$ cat src/rtl/if_id_fetch.sv
// -----------------------------------------------------------------------------
// if_id_fetch
//
// Instruction-fetch stage of a five-stage MIPS pipeline. It owns the program
// counter, presents the fetch request to a combinational-read instruction
// memory, and holds the IF/ID pipeline register consumed by decode.
//
// Optional feature macro: IF_ID_PERF_EN
//   defined   -> saturating 16-bit stall and flush counters are built
//   undefined -> stall_count / flush_count are tied to zero
//
// Ports
//   clk, reset_n        clock (rising edge) and asynchronous active-low reset
//   hazard_detected     load-use stall: hold PC and IF/ID
//   branch_taken        decode resolved a taken branch/jump this cycle
//   branch_target       redirect address (bits [1:0] ignored)
//   imem_req/imem_addr  fetch request and address (addr is the PC register)
//   imem_ready/rdata    instruction word valid this cycle for imem_addr
//   instr_IF_ID         IF/ID instruction word
//   pc_plus4_IF_ID      IF/ID PC+4 of that instruction
//   valid_IF_ID         IF/ID holds a real instruction (0 = bubble)
//   RegisterRs/Rt_IF_ID rs/rt fields of instr_IF_ID for the hazard detector
//   stall_count         saturating count of stall cycles
//   flush_count         saturating count of branch flushes
// -----------------------------------------------------------------------------
module if_id_fetch #(
   parameter logic [31:0] RESET_PC  = 32'h0000_0000,
   parameter logic [31:0] NOP_INSTR = 32'h0000_0000
) (
   input  logic        clk,
   input  logic        reset_n,
   input  logic        hazard_detected,
   input  logic        branch_taken,
   input  logic [31:0] branch_target,
   output logic        imem_req,
   output logic [31:0] imem_addr,
   input  logic        imem_ready,
   input  logic [31:0] imem_rdata,
   output logic [31:0] instr_IF_ID,
   output logic [31:0] pc_plus4_IF_ID,
   output logic        valid_IF_ID,
   output logic [4:0]  RegisterRs_IF_ID,
   output logic [4:0]  RegisterRt_IF_ID,
   output logic [15:0] stall_count,
   output logic [15:0] flush_count
);

   typedef enum logic {
      BOOT = 1'b0,
      RUN  = 1'b1
   } state_e;

   state_e      state_q, state_d;
   logic        imem_req_q, imem_req_d;
   logic [31:0] pc_q, pc_d;
   logic [31:0] instr_q, instr_d;
   logic [31:0] pc_plus4_q, pc_plus4_d;
   logic        valid_q, valid_d;

   // One-hot view of the action taken this edge; only meaningful in RUN.
   logic        do_flush;
   logic        do_stall;
   logic [31:0] pc_inc;

   assign pc_inc = pc_q + 32'd4;  // wraps modulo 2^32 by width

   // --------------------------------------------------------------------------
   // Next-state logic
   // --------------------------------------------------------------------------
   always_comb begin
      // NOTE: every signal assigned in this block gets a default here, so no
      // path leaves it unassigned and no latch is inferred.
      state_d    = state_q;
      imem_req_d = imem_req_q;
      pc_d       = pc_q;
      instr_d    = instr_q;
      pc_plus4_d = pc_plus4_q;
      valid_d    = valid_q;
      do_flush   = 1'b0;
      do_stall   = 1'b0;

      unique case (state_q)
         BOOT: begin
            // All inputs ignored; PC held, IF/ID loaded with a bubble.
            state_d    = RUN;
            imem_req_d = 1'b1;
            instr_d    = NOP_INSTR;
            pc_plus4_d = 32'd0;
            valid_d    = 1'b0;
         end

         RUN: begin
            imem_req_d = 1'b1;
            if (branch_taken) begin
               // Redirect wins over stall and memory wait.
               do_flush   = 1'b1;
               pc_d       = {branch_target[31:2], 2'b00};
               instr_d    = NOP_INSTR;
               pc_plus4_d = 32'd0;
               valid_d    = 1'b0;
            end else if (hazard_detected) begin
               // Everything holds via the defaults; imem_rdata is discarded.
               do_stall = 1'b1;
            end else if (!imem_ready) begin
               instr_d    = NOP_INSTR;
               pc_plus4_d = 32'd0;
               valid_d    = 1'b0;
            end else begin
               pc_d       = pc_inc;
               instr_d    = imem_rdata;
               pc_plus4_d = pc_inc;
               valid_d    = 1'b1;
            end
         end

         default: state_d = BOOT;
      endcase
   end

   // --------------------------------------------------------------------------
   // State registers
   // --------------------------------------------------------------------------
   // NOTE: sequential state uses non-blocking assignments so every flop samples
   // the pre-edge value of every other flop, independent of statement order.
   always_ff @(posedge clk or negedge reset_n) begin
      if (!reset_n) begin
         state_q    <= BOOT;
         imem_req_q <= 1'b0;
         pc_q       <= RESET_PC;
         instr_q    <= NOP_INSTR;
         pc_plus4_q <= 32'd0;
         valid_q    <= 1'b0;
      end else begin
         state_q    <= state_d;
         imem_req_q <= imem_req_d;
         pc_q       <= pc_d;
         instr_q    <= instr_d;
         pc_plus4_q <= pc_plus4_d;
         valid_q    <= valid_d;
      end
   end

   // --------------------------------------------------------------------------
   // Optional performance counters
   // --------------------------------------------------------------------------
`ifdef IF_ID_PERF_EN
   logic [15:0] stall_cnt_q, stall_cnt_d;
   logic [15:0] flush_cnt_q, flush_cnt_d;

   always_comb begin
      stall_cnt_d = stall_cnt_q;
      flush_cnt_d = flush_cnt_q;
      if (do_stall && (stall_cnt_q != 16'hFFFF)) stall_cnt_d = stall_cnt_q + 16'd1;
      if (do_flush && (flush_cnt_q != 16'hFFFF)) flush_cnt_d = flush_cnt_q + 16'd1;
   end

   always_ff @(posedge clk or negedge reset_n) begin
      if (!reset_n) begin
         stall_cnt_q <= 16'd0;
         flush_cnt_q <= 16'd0;
      end else begin
         stall_cnt_q <= stall_cnt_d;
         flush_cnt_q <= flush_cnt_d;
      end
   end

   assign stall_count = stall_cnt_q;
   assign flush_count = flush_cnt_q;
`else
   logic unused_perf;
   assign unused_perf = do_stall ^ do_flush;
   assign stall_count = 16'd0;
   assign flush_count = 16'd0;
`endif

   // --------------------------------------------------------------------------
   // Outputs
   // --------------------------------------------------------------------------
   assign imem_req         = imem_req_q;
   assign imem_addr        = pc_q;
   assign instr_IF_ID      = instr_q;
   assign pc_plus4_IF_ID   = pc_plus4_q;
   assign valid_IF_ID      = valid_q;
   assign RegisterRs_IF_ID = instr_q[25:21];
   assign RegisterRt_IF_ID = instr_q[20:16];

endmodule

$ cat config.mk
export PLATFORM = sky130hd
export DESIGN_NAME = if_id_fetch
export DESIGN_NICKNAME = d
export VERILOG_FILES = /design/src/rtl/if_id_fetch.sv
export SDC_FILE = /design/constraint.sdc
export NUM_CORES = 1
export LEC_CHECK = 0
export ABC_AREA = 1
export ABC_CLOCK_PERIOD_IN_PS = 1500
export CAP_MARGIN = 20
export CORE_ASPECT_RATIO = 0.5
export CORE_MARGIN = 2
export CORE_UTILIZATION = 39
export DETAILED_ROUTE_END_ITERATION = 7
export PLACE_DENSITY = 0.77
export SETUP_SLACK_MARGIN = 0.15
export SLEW_MARGIN = 15
export SYNTH_ARGS = -nofsm -noshare
export SYNTH_HDL_FRONTEND = slang
export SYNTH_SLANG_ARGS = --single-unit
$ cat constraint.sdc
create_clock -name clk -period 1.5 [get_ports clk]
set_input_delay 0.3 -clock clk [delete_from_list [all_inputs] [get_ports clk]]
set_output_delay 0.3 -clock clk [all_outputs]
set_load 0.03 [all_outputs]
==> results by group <==
Layout
  – Finished Layout Cells: 1037
  – Footprint of the multi-input gates: 0.00272 mm^2
  – Area growth syn-to-layout: 61.3%
  – Final core occ: about 65%
  – Nets: ~930
  – Register area: about 0.0024 mm^2
  – N_diodes: 0
  – Fillers: around 940
  – Ratio of cells with drive above 1 in the final layout: 38.6%
  – Final instance area: 0.00826 mm^2

Die
  – Die Height: approximately 85 um
  – # IOs: roughly 210
  – Initial core utilization: 40.2%
  – Row cnt: 29
  – Area of the core: 0.0127 mm^2
  – Die Area: 0.0141 mm^2
  – Chip width: 166 um

Synth
  – Synthesized cell area: between 0.005 and 0.006 mm^2
  – Post-Syn Instances: ~650
  – Commonest cells post-synth: 221 x nand2_1, 95 x dfrtp_1, 76 x nor2_1
  – Yosys reg bits: 95
  – Post-synth EDFFs: 0
  – Top_reg_cell synth: dfrtp_1
  – Yosys warns: 0
  – Register area share after synthesis: a little under half
  – Top-area cell type share of the netlist area: 46.4%
  – Async set or reset register ratio after synthesis: 100%
  – Cell with the most instances after synthesis: nand2_1
  – Post-synth top area cell: dfrtp_1
  – Syn Area/Cell: 7.91 um^2
  – Synth top area cells: dfrtp_1 46%, nand2_1 16%, buf_4 6.9%, a22o_1 6.2%, nor2_1 5.6%
  – Unique cell type count in the Yosys netlist: 34

Global routing
  – Number of global-route vias before repair: approximately 5000
  – First-pass GRT wire length: 25200 um
  – Total GRT Usage: 22.1%
  – Largest net degree at the start of global routing: 38
  – Grt ovf: 0
  – Initial antenna violation count: 0

Hold path
  – Hold WC Path Type: in -> async

Routing
  – WL/cell: 17.7 um
  – DRT Pass-1 Iters: 6
  – Routed wire length: roughly 18000 um
  – Final antenna-violating net count: 0
  – Vias per cell: approximately 5.3
  – Vias: 5480
  – DRC violations left: 0
  – DRC marker count from the first detailed-route iteration: 609

Worst setup path
  – CP required: 1.74 ns
  – Crit path arrival time: 1.82 ns
  – Worst path buffer plus inverter count: 1
  – WS Path Type: reg -> reg
  – Critical Path Max Stage Delay: 0.43 ns
  – CP startpoint kind: flip-flop
  – Cell breakdown of the critical path: ha_4, nand2_4, nor2_4, nand2_4, buf_4, o21ai_2, nand2_2, nand2_1, a21oi_2
  – CP max FO: 5
  – Crit end category: flip-flop
  – CP delay by family, top: simple AND/OR/NAND/NOR gates
  – Slowest CP cell: dfrtp_2
  – CP most frequent cell: nand2_4

Clocking
  – Worst-path clk slew: roughly 0.07 ns
  – Clk_lat worst skew: 0.36 ns
  – Root Driver: clkbuf_16
  – H-tree levels: 3
  – Clk buf depth: 2
  – Clock sink count: 95
  – Total CTS buffers: 9
  – CTS tree: done

Outcome
  – Status: finished with violations
  – Failing checks: setup timing

Power
  – Max VDD drop: 625 uV
  – P per Cell Area: between 1000 and 1500 mW/mm^2
  – Pleak: roughly 4 nW

Timing
  – Skew final: 0.00967 ns
  – Crit share post-route: 105%
  – PnR worst setup slack: -0.0798 ns
  – Hold Vio Cnt, Final: 0
  – Final min period: approximately 1.6 ns
  – Max-slew violation count: 0
  – FMAX: roughly 630 MHz
  – RSZ-0062 raised after global routing: yes
  – Final setup fails: 15

Placed design
  – Gpl congestion: between 0.8 and 0.9
  – PortBufs: 172
  – DP Worst Slack: -0.202 ns
  – Cells after DPL: 982
  – DP HPWL: 11100 um
  – Placed inst area: 0.00729 mm^2

Flow run
  – # Max-Cap Violations: 0
cell usage in the layout (no fill, tap or decap), drive strengths merged, types with 3 or more instances in the layout:
cell type      instances
clkdlybuf4s50         64
nor2                  91
inv                   42
a22o                  36
dfrtp                 95
xor2                   6
clkbuf                12
bufinv                 3
o21ai                 21
buf                  132
clkdlybuf4s15         40
a21oi                 15
nand2                228
nand3                 29
conb                  35
final cells by class:
class,count,share of cell area (%)
Tap cell,170,2.58
Clock inverter,6,1.39
Inverter,40,1.82
Timing Repair Buffer,240,29.3
Multi-Input combinational cell,476,32.9
Sequential cell,95,29.2
Clock buffer,10,2.77
per-layer routing:
metal | share of wire (%) | track usage [%] | vias up
met1 | 40 | 29.1 | 2614
met5 | 0 | 0 | -
met2 | 48 | 37.5 | 384
li1 | - | - | 2406
met3 | 8.0 | 4.66 | 76
met4 | 4.2 | 6.17 | 0
worst paths after layout:
check / cells after the start / start / to / slack (ns)
hold / removal: 2 / reset_n / pc_plus4_IF_ID[29]$_DFFE_PN0P_ / 0.35
min in group clk: 2 / pc_plus4_IF_ID[12]$_DFFE_PN0P_ / pc_plus4_IF_ID[12]$_DFFE_PN0P_ / 0.47
hold reg to reg: 2 / pc_plus4_IF_ID[12]$_DFFE_PN0P_ / pc_plus4_IF_ID[12]$_DFFE_PN0P_ / 0.47
max in group asynchronous: 3 / reset_n / imem_addr[20]$_DFFE_PN0P_ / 0.62
setup reg to reg: 9 / imem_addr[2]$_DFFE_PN0P_ / imem_addr[14]$_DFFE_PN0P_ / -0.08
setup / recovery: 9 / imem_addr[2]$_DFFE_PN0P_ / imem_addr[14]$_DFFE_PN0P_ / -0.08
what timing repair did:
| action | CTS | global route |
|---|---|---|
| gates resized for setup | 367 | 184 |
| pin swaps | 12 | 31 |
| hold endpoints to repair | 12 | 0 |
| endpoints found under the setup margin | 141 | 108 |
| hold buffers | 1 | 0 |
| buffers inserted | 12 | 26 |
where the power goes:
| part | leakage, nW | internal (W) | switching, W |
|---|---|---|---|
| combinational | 2.60 | 0.00119 | 0.00163 |
| sequential | 1.23 | 0.00277 | 0.000301 |
| clock | 0.164 | 0.00164 | 0.00107 |
| total | 3.99 | 0.00560 | 0.00300 |
registers in the layout, indices dropped and copies added, names as in the netlist:
| register | cells |
|---|---|
| imem_addr | 30 |
| instr_IF_ID | 32 |
| imem_req | 1 |
| valid_IF_ID | 1 |
| pc_plus4_IF_ID | 31 |
per-stage QoR:
| step | total power, W | TNS (ns) | hold slack (ns) |
|---|---|---|---|
| CTS | 0.00799 | 0 | 0.354 |
| global route | 0.00887 | -2.01 | 0.389 |
| floorplan | 0.00429 | 0 | 0.00441 |
| finish | 0.00860 | -0.405 | 0.351 |
| global placement | 0.00524 | -13.37 | 0.181 |
| detailed placement | 0.00528 | -14.25 | 0.178 |
cells by family (layout without fill, tap and decap cells):
family	after synthesis	after routing	synth area share (%)
buf+inv	109	296	12.2
xor+xnor	8	8	1.37
other cells	2	35	0.147
flops	95	95	46.4
simple gates	353	353	28.7
compound gates	79	79	10.8
fa+ha+maj	1	1	0.244
Power figures use the tool's default switching activity.
